`src/rtl/keypad_pkg.sv`:
```
// Shared definitions for the PS/2-to-GBA keypad controller: key bit indices,
// scan codes, FSM state encoding and KEYCNT field layout.
package keypad_pkg;

  localparam int KEY_W = 10;

  // Bit positions inside KEYINPUT (active-low, one bit per GBA button).
  localparam logic [3:0] KEY_A      = 4'd0;
  localparam logic [3:0] KEY_B      = 4'd1;
  localparam logic [3:0] KEY_SELECT = 4'd2;
  localparam logic [3:0] KEY_START  = 4'd3;
  localparam logic [3:0] KEY_RIGHT  = 4'd4;
  localparam logic [3:0] KEY_LEFT   = 4'd5;
  localparam logic [3:0] KEY_UP     = 4'd6;
  localparam logic [3:0] KEY_DOWN   = 4'd7;
  localparam logic [3:0] KEY_R      = 4'd8;
  localparam logic [3:0] KEY_L      = 4'd9;

  localparam logic [KEY_W-1:0] KEYS_RELEASED = '1;

  // PS/2 set-2 prefixes and the codes we map.
  localparam logic [7:0] SC_EXT       = 8'hE0;
  localparam logic [7:0] SC_BRK       = 8'hF0;
  localparam logic [7:0] SC_A         = 8'h3B;
  localparam logic [7:0] SC_B         = 8'h42;
  localparam logic [7:0] SC_SELECT    = 8'h31;
  localparam logic [7:0] SC_START     = 8'h3A;
  localparam logic [7:0] SC_RIGHT     = 8'h23;
  localparam logic [7:0] SC_LEFT      = 8'h1C;
  localparam logic [7:0] SC_UP        = 8'h1D;
  localparam logic [7:0] SC_DOWN      = 8'h1B;
  localparam logic [7:0] SC_R         = 8'h43;
  localparam logic [7:0] SC_L         = 8'h3C;
  localparam logic [7:0] SC_EXT_RIGHT = 8'h74;
  localparam logic [7:0] SC_EXT_LEFT  = 8'h6B;
  localparam logic [7:0] SC_EXT_UP    = 8'h75;
  localparam logic [7:0] SC_EXT_DOWN  = 8'h72;

  // KEYCNT layout: [9:0] key select, [14] irq enable, [15] AND/OR mode.
  localparam int          KC_SEL_MSB  = 9;
  localparam int          KC_IRQ_EN   = 14;
  localparam int          KC_AND_MODE = 15;
  localparam logic [15:0] KC_WMASK    = 16'hC3FF;

  typedef enum logic [1:0] {
    IDLE = 2'd0,
    POP  = 2'd1,
    GAP  = 2'd2
  } kbd_state_e;

  function automatic logic irq_eval(input logic [15:0] kc, input logic [KEY_W-1:0] keys);
    logic [KEY_W-1:0] sel;
    logic [KEY_W-1:0] hit;
    sel = kc[KC_SEL_MSB:0];
    hit = sel & ~keys;
    if (!kc[KC_IRQ_EN])
      irq_eval = 1'b0;
    else if (kc[KC_AND_MODE])
      irq_eval = (sel != '0) && (hit == sel);
    else
      irq_eval = |hit;
  endfunction

endpackage

```
`src/rtl/keypad_decode.sv`:
```
// Combinational scan-code lookup: (code, ext) -> {hit, key index}.
module keypad_decode
  import keypad_pkg::*;
#(
  parameter bit ARROW_ALIAS = 1'b1
) (
  input  logic [7:0] code,
  input  logic       ext,
  output logic       hit,
  output logic [3:0] index
);

  always_comb begin
    hit   = 1'b0;
    index = '0;
    if (!ext) begin
      unique case (code)
        SC_A:      begin hit = 1'b1; index = KEY_A;      end
        SC_B:      begin hit = 1'b1; index = KEY_B;      end
        SC_SELECT: begin hit = 1'b1; index = KEY_SELECT; end
        SC_START:  begin hit = 1'b1; index = KEY_START;  end
        SC_RIGHT:  begin hit = 1'b1; index = KEY_RIGHT;  end
        SC_LEFT:   begin hit = 1'b1; index = KEY_LEFT;   end
        SC_UP:     begin hit = 1'b1; index = KEY_UP;     end
        SC_DOWN:   begin hit = 1'b1; index = KEY_DOWN;   end
        SC_R:      begin hit = 1'b1; index = KEY_R;      end
        SC_L:      begin hit = 1'b1; index = KEY_L;      end
        default:   ;
      endcase
    end else if (ARROW_ALIAS) begin
      // Extended codes only ever reach the D-pad; everything else under E0 is dropped.
      unique case (code)
        SC_EXT_RIGHT: begin hit = 1'b1; index = KEY_RIGHT; end
        SC_EXT_LEFT:  begin hit = 1'b1; index = KEY_LEFT;  end
        SC_EXT_UP:    begin hit = 1'b1; index = KEY_UP;    end
        SC_EXT_DOWN:  begin hit = 1'b1; index = KEY_DOWN;  end
        default:      ;
      endcase
    end
  end

endmodule

```
`src/rtl/keypad_ctrl.sv`:
```
// Drains PS/2 scan codes from a FIFO into GBA KEYINPUT, with optional
// KEYCNT/interrupt logic enabled by the KEYPAD_IRQ_EN macro.
module keypad_ctrl
  import keypad_pkg::*;
#(
  parameter bit ARROW_ALIAS = 1'b1
) (
  input  logic              clk,
  input  logic              rst,
  input  logic [7:0]        kbd_data,
  input  logic              kbd_ready,
  input  logic              kbd_overflow,
  output logic              kbd_nextdata_n,
  output logic [KEY_W-1:0]  keyinput,
  input  logic              keycnt_wr,
  input  logic [15:0]       keycnt_wdata,
  output logic [15:0]       keycnt,
  output logic              irq
);

  // FIFO handshake: kbd_ready high means kbd_data is valid; a one-cycle low on
  // kbd_nextdata_n pops it. GAP gives the FIFO a cycle to update ready/data.
  kbd_state_e       state_q, state_d;
  logic [7:0]       code_q, code_d;
  logic             ext_q, ext_d;
  logic             brk_q, brk_d;
  logic             ovf_q, ovf_d;
  logic [KEY_W-1:0] keys_q, keys_d;
  logic             ovf_rise;
  logic             dec_hit;
  logic [3:0]       dec_index;

  always_ff @(posedge clk) begin
    if (rst) state_q <= IDLE;
    else     state_q <= state_d;
  end

  always_comb begin
    state_d = state_q;
    unique case (state_q)
      IDLE:    if (kbd_ready) state_d = POP;
      POP:     state_d = GAP;
      GAP:     state_d = IDLE;
      default: state_d = IDLE;
    endcase
  end

  always_comb begin
    kbd_nextdata_n = (state_q != POP);
  end

  keypad_decode #(
    .ARROW_ALIAS (ARROW_ALIAS)
  ) u_decode (
    .code  (code_q),
    .ext   (ext_q),
    .hit   (dec_hit),
    .index (dec_index)
  );

  always_comb begin
    code_d   = code_q;
    ext_d    = ext_q;
    brk_d    = brk_q;
    keys_d   = keys_q;
    ovf_d    = kbd_overflow;
    ovf_rise = kbd_overflow & ~ovf_q;
    if (state_q == IDLE && kbd_ready) code_d = kbd_data;
    // A fresh overflow means make/break pairs were lost: release everything.
    if (ovf_rise) begin
      keys_d = KEYS_RELEASED;
      ext_d  = 1'b0;
      brk_d  = 1'b0;
    end else if (state_q == POP) begin
      if (code_q == SC_EXT) begin
        ext_d = 1'b1;
      end else if (code_q == SC_BRK) begin
        brk_d = 1'b1;
      end else begin
        if (dec_hit) keys_d[dec_index] = brk_q;
        ext_d = 1'b0;
        brk_d = 1'b0;
      end
    end
  end

  always_ff @(posedge clk) begin
    if (rst) begin
      code_q <= '0;
      ext_q  <= 1'b0;
      brk_q  <= 1'b0;
      ovf_q  <= 1'b0;
      keys_q <= KEYS_RELEASED;
    end else begin
      code_q <= code_d;
      ext_q  <= ext_d;
      brk_q  <= brk_d;
      ovf_q  <= ovf_d;
      keys_q <= keys_d;
    end
  end

  assign keyinput = keys_q;

`ifdef KEYPAD_IRQ_EN
  logic [15:0] keycnt_q, keycnt_d;
  logic        irq_q, irq_d;

  always_comb begin
    keycnt_d = keycnt_q;
    if (keycnt_wr) keycnt_d = keycnt_wdata & KC_WMASK;
    irq_d = irq_eval(keycnt_q, keys_q);
  end

  always_ff @(posedge clk) begin
    if (rst) begin
      keycnt_q <= '0;
      irq_q    <= 1'b0;
    end else begin
      keycnt_q <= keycnt_d;
      irq_q    <= irq_d;
    end
  end

  assign keycnt = keycnt_q;
  assign irq    = irq_q;
`else
  logic unused_keycnt;
  assign unused_keycnt = ^{keycnt_wr, keycnt_wdata};
  assign keycnt        = '0;
  assign irq           = 1'b0;
`endif

  pop_single_cycle: assert property (@(posedge clk) disable iff (rst)
    !kbd_nextdata_n |=> kbd_nextdata_n);

endmodule

```
`config.mk`:
```
export PLATFORM = sky130hd
export DESIGN_NAME = keypad_ctrl
export DESIGN_NICKNAME = d
export VERILOG_FILES = /design/src/rtl/keypad_pkg.sv /design/src/rtl/keypad_decode.sv /design/src/rtl/keypad_ctrl.sv
export SDC_FILE = /design/constraint.sdc
export NUM_CORES = 1
export LEC_CHECK = 0
export CAP_MARGIN = 20
export CORE_ASPECT_RATIO = 1.4
export CORE_MARGIN = 2
export CORE_UTILIZATION = 40
export CTS_CLUSTER_SIZE = 10
export DETAILED_ROUTE_END_ITERATION = 8
export MAX_ROUTING_LAYER = met4
export PLACE_DENSITY_LB_ADDON = 0.3
export SLEW_MARGIN = 0
export SYNTH_ARGS = -nofsm -noshare
export SYNTH_HDL_FRONTEND = slang
export SYNTH_SLANG_ARGS = --single-unit
```
`constraint.sdc`:
```
create_clock -name clk -period 2.4 [get_ports clk]
set_input_delay 0.48 -clock clk [delete_from_list [all_inputs] [get_ports clk]]
set_output_delay 0.48 -clock clk [all_outputs]
set_load 0.02 [all_outputs]
```
## Word-level counts from Yosys, hierarchy flattened

Cells that the tools add are included.

| operators by class | value |
|---|---|
| mux-type cells | 14 |
| bitwise logic cells | 4 |
| magnitude comparators | 2 |
| reductions and logical operators | 9 |
| eq/ne operators | 20 |

Operator list:

| operator | count |
|---|---|
| == test 8 x 7 -> 1 bit, second input constant | 6 |
| == test 8 x 6 -> 1 bit, second input constant | 5 |
| case mux 4 bit (9 select lines) | 1 |
| == test 8 x 5 -> 1 bit, second input constant | 3 |
| == test 8 bit, second input constant | 2 |
| case mux 3 bit (4 select lines) | 1 |
| bitwise mux 10 bit | 1 |
| OR reduction 10 bit | 1 |
| 2-to-1 mux 1 bit | 7 |
| less-than comparator 4 x 5 -> 1 bit, second input constant | 1 |
| demux 1 bit (select 4 bit) | 1 |
| >= comparator 4 x 1 -> 1 bit, second input constant | 1 |
| 2-to-1 mux 4 bit | 1 |
| inequality test 2 bit, second input constant | 2 |
| case mux 2 bit (2 select lines) | 1 |
| AND reduction 2 bit | 2 |
| AND reduction 4 bit | 1 |
| OR reduction 4 bit | 1 |
| NOT 1 bit | 3 |
| == test 2 x 1 -> 1 bit, second input constant | 1 |
| logical AND 1 bit | 2 |
| zero test 2 bit | 1 |
| 2-to-1 mux 2 bit | 1 |
| inequality test 2 x 1 -> 1 bit, second input constant | 1 |
| other kinds (2) | 2 |

| word-level totals | value |
|---|---|
| word-level logic and storage cells | 55 |
| output and inout port bits | 28 |
| register bits after elaboration | 23 |

## Logic depth before layout (Yosys ltp)

Gate-level depths: netlist (run 1).

| logic depth | value |
|---|---|
| word-level depth | 8 |
| mapped depth | 7 |

## Modules after synthesis

Synthesis (run 1) repeated with hierarchy kept, for this count alone.

| second synthesis, totals | value |
|---|---|
| cell total of the unflattened synthesis | 187 |
| area total of the unflattened synthesis | 1,656.6 um2 |

By module, submodules not included:

| module | cells each | times used | area an instance (um2) |
|---|---|---|---|
| keypad_ctrl | 134 | 1 | 1,270.0 |
| keypad_decode | 53 | 1 | 386.6 |

## Worst setup path after synthesis (run 1)

OpenSTA, ideal clock, no wires.

| timing path | value |
|---|---|
| kind | register to register |
| start | reg code_q[7] |
| end | reg keys_q[5], in the netlist keyinput[5] |
| stages on the path, launching flop included | 8 |
| data required time | 2,245 ps |
| path buffers | 1 |
| path slack | 423 ps |
| data arrival time | 1,821 ps |
| clock period less this slack | 1,977 ps |
| cell sequence | dfxtp_1 > buf_6 > nand4bb_4 > o31a_1 > a32oi_4 > or3b_4 > o21ai_1 > o211ai_1 |

| on the way | value |
|---|---|
| longest elaborated chain between the ends | 8 |

Ends and longest elaborated chain:

| item | line | text |
|---|---|---|
| from (decl) | keypad_ctrl.sv:24 | `logic [7:0] code_q, code_d;` |
| from (signal assigned) | keypad_ctrl.sv:95 | `code_q <= code_d;` |
| == test 8 x 6 -> 1 bit (tied with other cells) | keypad_decode.sv:17 | `unique case (code)` |
| case mux 4 bit (9 select lines) or case mux 3 bit (4 select lines) (tied branches) | keypad_decode.sv:17, keypad_decode.sv:32 |  |
| 2-to-1 mux 4 bit | keypad_decode.sv:16 | `if (!ext) begin` |
| less-than comparator 4 x 5 -> 1 bit (implied by the code) or >= comparator 4 x 1 -> 1 bit (tied branches) | keypad_ctrl.sv:80 | `if (dec_hit) keys_d[dec_index] = brk_q;` |
| logical AND 1 bit (implied by the code) | keypad_ctrl.sv:80 |  |
| 2-to-1 mux 1 bit (implied by the code) | keypad_ctrl.sv:80 |  |
| demux 1 bit (select 4 bit) | keypad_ctrl.sv:80 |  |
| bitwise mux 10 bit | keypad_ctrl.sv:80 |  |
| to (signal assigned) | keypad_ctrl.sv:99 | `keys_q <= keys_d;` |
| to (decl) | keypad_ctrl.sv:28 | `logic [KEY_W-1:0] keys_q, keys_d;` |

Parallel ways exist; a longest one is shown, timed or not.
A chain may end at the register's enable or synchronous reset.

## Worst setup path after layout (run 1)

| timing path | value |
|---|---|
| start | reg code_q[3] |
| end | reg keys_q[5], in the netlist keyinput[5] |

Same word-level chain as after synthesis.

==> results of run 1 <==
[per-layer routing]
metal | global-route usage (%) | up-vias
li1 | - | 642
met2 | 26.9 | 38
met4 | 4.76 | 0
met5 | - | -
met3 | 2.19 | 7
met1 | 16.9 | 594
[state kept, by name, indices dropped and copies added, names as in the netlist]
register,count
ext_q,1
state_q,2
ovf_q,1
code_q,8
brk_q,1
keyinput,10
[Yosys cell counts (all sizes together), types with 2 or more instances]
master / number
nand4b: 2
mux2i: 8
o21ai: 10
or4: 2
or3b: 2
o311ai: 2
o211a: 2
nand2: 11
nor3: 3
nor2: 14
nand3b: 3
nor2b: 3
o211ai: 10
buf: 25
nand2b: 2
nand3: 5
and2b: 2
a21oi: 4
nor3b: 4
nor4b: 3
and3b: 5
dfxtp: 23
a32oi: 2
nand4bb: 2
inv: 6
a21o: 2
clkbuf: 3
[logic make-up (layout without fill, tap and decap cells)]
| logic type | after synthesis | after routing | synth area share [%] |
|---|---|---|---|
| muxes | 8 | 8 | 5.24 |
| and+or+nand+nor | 69 | 69 | 30.3 |
| other | 1 | 17 | 0.245 |
| buffers and inverters | 34 | 36 | 13.9 |
| xor gates and xnor gates | 1 | 1 | 0.573 |
| DFF | 23 | 23 | 30.1 |
| AOI/OAI and AO/OA | 39 | 39 | 19.6 |
[timing repair]
| item | in CTS | in global routing |
|---|---|---|
| resized for setup | 0 | 1 |
| hold buffers | 0 | 0 |
| endpoints found under the setup margin | 0 | 1 |
[final timing paths]
kind                from     endpoint  cells after the start
max            code_q[3]  keyinput[5]                      6
min          keyinput[8]  keyinput[8]                      2
max reg2reg    code_q[3]  keyinput[5]                      6
min reg2reg  keyinput[8]  keyinput[8]                      2
[cell usage in the layout, fill, tap and decap left out, types with 4 or more instances in the layout]
cell type        count
dfxtp_1             22
nor2_1              14
and3b_1              5
o21ai_1              5
mux2i_1              8
buf_4                4
nand3_1              4
conb_1              17
o21ai_0              5
nand2_1             11
inv_1                5
o211ai_1            10
clkdlybuf4s50_1     22
[critical path, cell delays in order (launching register included)]
cell and delay [ns]:
dfxtp_1 0.56, nand3b_1 0.18, o31a_1 0.39, a32oi_4 0.31
or3b_4 0.45, o21ai_1 0.13, o211ai_1 0.10
[metrics by stage]
step	total power, mW	hold WS [ns]	instance area [sq um]	util [%]
final	0.804	0.496	1750	48.0
after global routing	0.844	0.540	1750	48.0
after CTS	0.812	0.494	1750	47.9
after detailed placement	0.564	0.470	1700	46.7
after global placement	0.560	0.461	1700	46.7
after floorplan	0.549	0.510	1590	-
[area by class of cell]
| class | instances | area share, % |
|---|---|---|
| repair buffers | 26 | 14.3 |
| clock inverters | 1 | 0.286 |
| clock buffers | 3 | 2.36 |
| well taps | 42 | 3.01 |
| flip-flops and latches | 23 | 26.4 |
| multi-input cells | 134 | 52.3 |
| inverters | 6 | 1.29 |
[power groups by stage]
stage          Clock (mW)  Sequential [mW]  Combinational, mW
2_1_floorplan           0            0.410              0.139
3_3_place_gp            0            0.429              0.131
3_5_place_dp            0            0.430              0.134
4_1_cts             0.257            0.421              0.135
5_1_grt             0.270            0.426              0.148
6_report            0.248            0.421              0.134
==> impl_metrics.csv, run 1 <==
group,metric,value,unit
flow_run,maxCapViolations,0,
sta,slew-limit-headroom,67.5,%
synth,yosysWarnings,0,
detailed_routing,drcViolationCount,0,
floorplanning,die_height,77.1,um
setup_path,r2r_slack,0.18,ns
synth,yosys.area.top_type,"dfxtp_1",
setup_path,worst-path-max-fanout,12,
setup_path,worstPathArrival,2.37,ns
sta,setup_viol,0,
setup_path,start_kind,"flop",
global_routing,grt_pass1_wl,5280,um
detailed_routing,drtIter0Drc,33,
sta,slew_viol_final,0,
setup_path,worstSetupPathType,"flop to flop",
cts,cts_tree,"yes",
synth,avgSynthCellArea,8.73,sq um
placement,pre_cts_ws,0.187,ns
floorplanning,start_util,41.9,%
floorplanning,rows,26,
floorplanning,ioPinCount,57,
synth,synth_top_cell_area_share,30.1,%
sta,fin_skew,0.00175,ns
cells_and_area,diodes,0,
placement,port_buffers,22,
sta,min_period,2.22,ns
synth,synth.cell_area,0.00153,sq mm
power_and_ir_drop,internal_power,571,uW
setup_path,worstSetupEndpointType,"flop",
detailed_routing,totalWireLength,3010,um
cells_and_area,fill_cells,368,
placement,place.gp.congestion,0.856,
cts,clk_latency,0.27,ns
setup_path,required,2.55,ns
status,status,"complete, no violations",
global_routing,grt-ovfl-total,0,
power_and_ir_drop,p_clk_share,30.9,%
synth,synth_edf_count,0,
power_and_ir_drop,switching_share,29.0,%
sta,fin_setup_tns,0,ns
cts,cts_buffer_depth,2,
cts,path_clk_slew,0.09,ns
power_and_ir_drop,p_switching,233,uW
sta,min_period_over_period,92.4,%
detailed_routing,wl_met1,1280,um
synth,synth_area_leaders,"dfxtp_1 (30%), buf_4 (9.3%), mux2i_1 (5.2%), o211ai_1 (4.9%), nor2_1 (3.4%)",
cts,postCtsSetupBuffers,0,
global_routing,grt_antenna_before_repair,0,
power_and_ir_drop,peakVddDrop,0.000314,V
cells_and_area,final_cell_count_no_fill,235,
synth,synth-seq-cells,23,
sta,fmax,451,MHz
sta,rsz0062_at_grt,"no",
detailed_routing,maxUsedRoutingLayer,"met4",
placement,dpl.hpwl,2360,um
floorplanning,fp.dieArea,0.00434,sq mm
cells_and_area,drive_gt1_share,9.84,%
cts,ctsRootBufferMaster,"clkbuf_8",
cells_and_area,fin_nets,223,
placement,place_inst,231,
detailed_routing,ant_nets,0,
global_routing,grt_max_degree,14,
detailed_routing,drt-pass1-iter-count,4,
detailed_routing,route.met3.wl,141,um
power_and_ir_drop,cellPowerDensity,460,mW/mm^2
floorplanning,die_w,56.2,um
global_routing,grt_pass1_vias,1206,
power_and_ir_drop,pwr-share-seq,52.4,%
cells_and_area,final-seq-area,462,sq um
floorplanning,core,0.00364,sq mm
detailed_routing,routed-wl-met2,1530,um
power_and_ir_drop,combPwrFrac,16.7,%
min_path,min_path_type,"flop to flop",
cts,htree_num_levels,1,
global_routing,grt.total_usage,15.0,%
power_and_ir_drop,leakage,0.658,nW
cells_and_area,multiInputGateArea,915,sq um
synth,async_flop_share,0,%
synth,yosysUniqueCellTypes,54,
synth,synth_flop_cell,"dfxtp_1",
synth,synth_cells,175,
sta,fin_ws,0.182,ns
detailed_routing,viasPerCell,5.45,
synth,ys_seq_area_share,30.1,%
cts,numCtsBuffers,3,
detailed_routing,drt-wirelength-per-cell,12.8,um
cells_and_area,syn_to_final_growth,14.4,%
cts,cts_sinks,23,
sta,worst_slew_pin_slew,0.481,ns
detailed_routing,vias,1281,
sta,hold_viol,0,
(Power assumes the default switching activity.)
==> run 2, diff against run 1 <==
--- a/config.mk
+++ b/config.mk
@@ -7,8 +7,7 @@
 export LEC_CHECK = 0
 export CAP_MARGIN = 20
 export CORE_ASPECT_RATIO = 1.4
-export CORE_MARGIN = 2
-export CORE_UTILIZATION = 40
+export CORE_UTILIZATION = 44
 export CTS_CLUSTER_SIZE = 10
 export DETAILED_ROUTE_END_ITERATION = 8
 export MAX_ROUTING_LAYER = met4
==> run 2 against run 1 <==
Sequential power about the same. Non-clock buffer count decreased by 1. Maximum frequency decreased by 0.81%. Final area decreased by 0.57%. Clock-buffer cell count unchanged. Cell count decreased by 1.3%. Clock power decreased by 2%. Critical endpoint unchanged. First-iteration DRC count decreased by 6.1%. Largest power group unchanged.
==> impl_metrics.csv, run 2 (synthesis gave the netlist of run 1 again) <==
group,metric,value,unit
status,status,"complete, no violations",
placement,place_inst,228,
global_routing,grt_pass1_vias,1121,
global_routing,grt_antenna_before_repair,0,
power_and_ir_drop,internal_power,569,uW
detailed_routing,drtIter0Drc,31,
setup_path,worstPathArrival,2.39,ns
cts,htree_num_levels,1,
setup_path,required,2.55,ns
cells_and_area,fin_nets,222,
cts,cts_sinks,23,
sta,min_period,2.24,ns
detailed_routing,vias,1257,
floorplanning,fp.dieArea,0.00372,sq mm
sta,hold_viol,0,
placement,port_buffers,22,
power_and_ir_drop,peakVddDrop,0.000283,V
cts,cts_buffer_depth,2,
placement,place.gp.congestion,0.791,
power_and_ir_drop,pwr-share-seq,53.2,%
setup_path,start_kind,"flop",
floorplanning,rows,25,
setup_path,worst-path-max-fanout,13,
placement,dpl.hpwl,2310,um
power_and_ir_drop,switching_share,28.5,%
detailed_routing,totalWireLength,2910,um
sta,slew-limit-headroom,66.7,%
cells_and_area,diodes,0,
detailed_routing,viasPerCell,5.42,
cts,ctsRootBufferMaster,"clkbuf_8",
power_and_ir_drop,combPwrFrac,16.4,%
global_routing,grt_max_degree,14,
detailed_routing,drt-wirelength-per-cell,12.5,um
setup_path,worstSetupPathType,"flop to flop",
sta,worst_slew_pin_slew,0.493,ns
flow_run,maxCapViolations,0,
sta,fin_setup_tns,0,ns
detailed_routing,ant_nets,0,
sta,min_period_over_period,93.2,%
cells_and_area,final_cell_count_no_fill,232,
detailed_routing,drcViolationCount,0,
detailed_routing,drt-pass1-iter-count,4,
cts,cts_tree,"yes",
sta,slew_viol_final,0,
floorplanning,die_w,51.8,um
cts,postCtsSetupBuffers,0,
cells_and_area,layout_common_cells,"dfxtp_1 (22), clkdlybuf4s50_1 (22), conb_1 (17)",
floorplanning,ioPinCount,57,
cts,numCtsBuffers,3,
floorplanning,core,0.00335,sq mm
global_routing,grt-ovfl-total,0,
sta,fmax,447,MHz
min_path,min_path_type,"flop to flop",
cells_and_area,largest_register_ff_count,10,
sta,rsz0062_at_grt,"no",
cts,path_clk_slew,0.08,ns
setup_path,worstSetupEndpointType,"flop",
power_and_ir_drop,p_clk_share,30.5,%
sta,fin_skew,0.00295,ns
global_routing,grt.total_usage,17.3,%
cells_and_area,syn_to_final_growth,13.8,%
global_routing,grt_pass1_wl,4910,um
floorplanning,die_height,71.7,um
sta,setup_viol,0,
cells_and_area,drive_gt1_share,9.38,%
power_and_ir_drop,p_switching,227,uW
cts,clk_latency,0.26,ns
power_and_ir_drop,cellPowerDensity,458,mW/mm^2
power_and_ir_drop,leakage,0.653,nW
floorplanning,start_util,45.6,%
-- run 2: changes by cell type in the layout (fill, tap and decap cells not counted), sizes merged --
cell / delta
buf: -1
-- run 2: path summary, 6_finish.rpt --
check	from	cells past startpoint	slack [ns]	to
setup reg to reg	code_q[0]	6	0.16	keyinput[5]
setup / recovery	code_q[0]	6	0.16	keyinput[5]
hold reg to reg	keyinput[8]	2	0.48	keyinput[8]
hold / removal	keyinput[8]	2	0.48	keyinput[8]
-- run 2: cell type report --
type / instances / area [sq um]
Sequential cell: 23 / 462
Multi-Input combinational cell: 134 / 915
Inverter: 6 / 22.5
Clock buffer: 3 / 41.3
Fill cell: 323 / 1610
Clock inverter: 1 / 5.00
Timing Repair Buffer: 25 / 243
Tap cell: 40 / 50.0
-- run 2: power by group through the flow --
stage / Sequential [mW] / Clock (mW) / Combinational (mW)
floorplan: 0.410 / 0 / 0.139
global placement: 0.430 / 0 / 0.128
detailed placement: 0.432 / 0 / 0.130
CTS: 0.423 / 0.255 / 0.131
global route: 0.428 / 0.261 / 0.144
finish: 0.423 / 0.243 / 0.130
-- run 2: critical path, cell delays in order (launching register included) --
cell       delay [ns]
dfxtp_1          0.62
nand4bb_4        0.17
o31a_1           0.34
a32oi_4          0.31
or3b_4           0.45
o21ai_1          0.13
o211ai_1         0.09
-- run 2: through the flow --
step                hold WS, ns  utilization [%]  instance area [sq um]  power, mW  setup WS (ns)
finish                    0.479             51.9                   1740      0.796          0.164
global route              0.542             51.9                   1740      0.833        0.00465
global placement          0.462             50.5                   1690      0.558          0.230
CTS                       0.487             51.9                   1740      0.809          0.166
detailed placement        0.462             50.5                   1690      0.563          0.187
floorplan                 0.510                -                   1590      0.549          0.423
-- run 2: what timing repair did --
item,CTS,global route
setup endpoints to repair,0,1
resized for setup,0,1
hold buffers,0,0
-- run 2: metal layers --
metal,up-vias,share of wire [%],track usage (%)
met5,-,0,-
met4,0,0.93,4.50
met3,4,3.5,1.27
met2,35,54,31.2
met1,580,42,20.1
li1,638,-,-
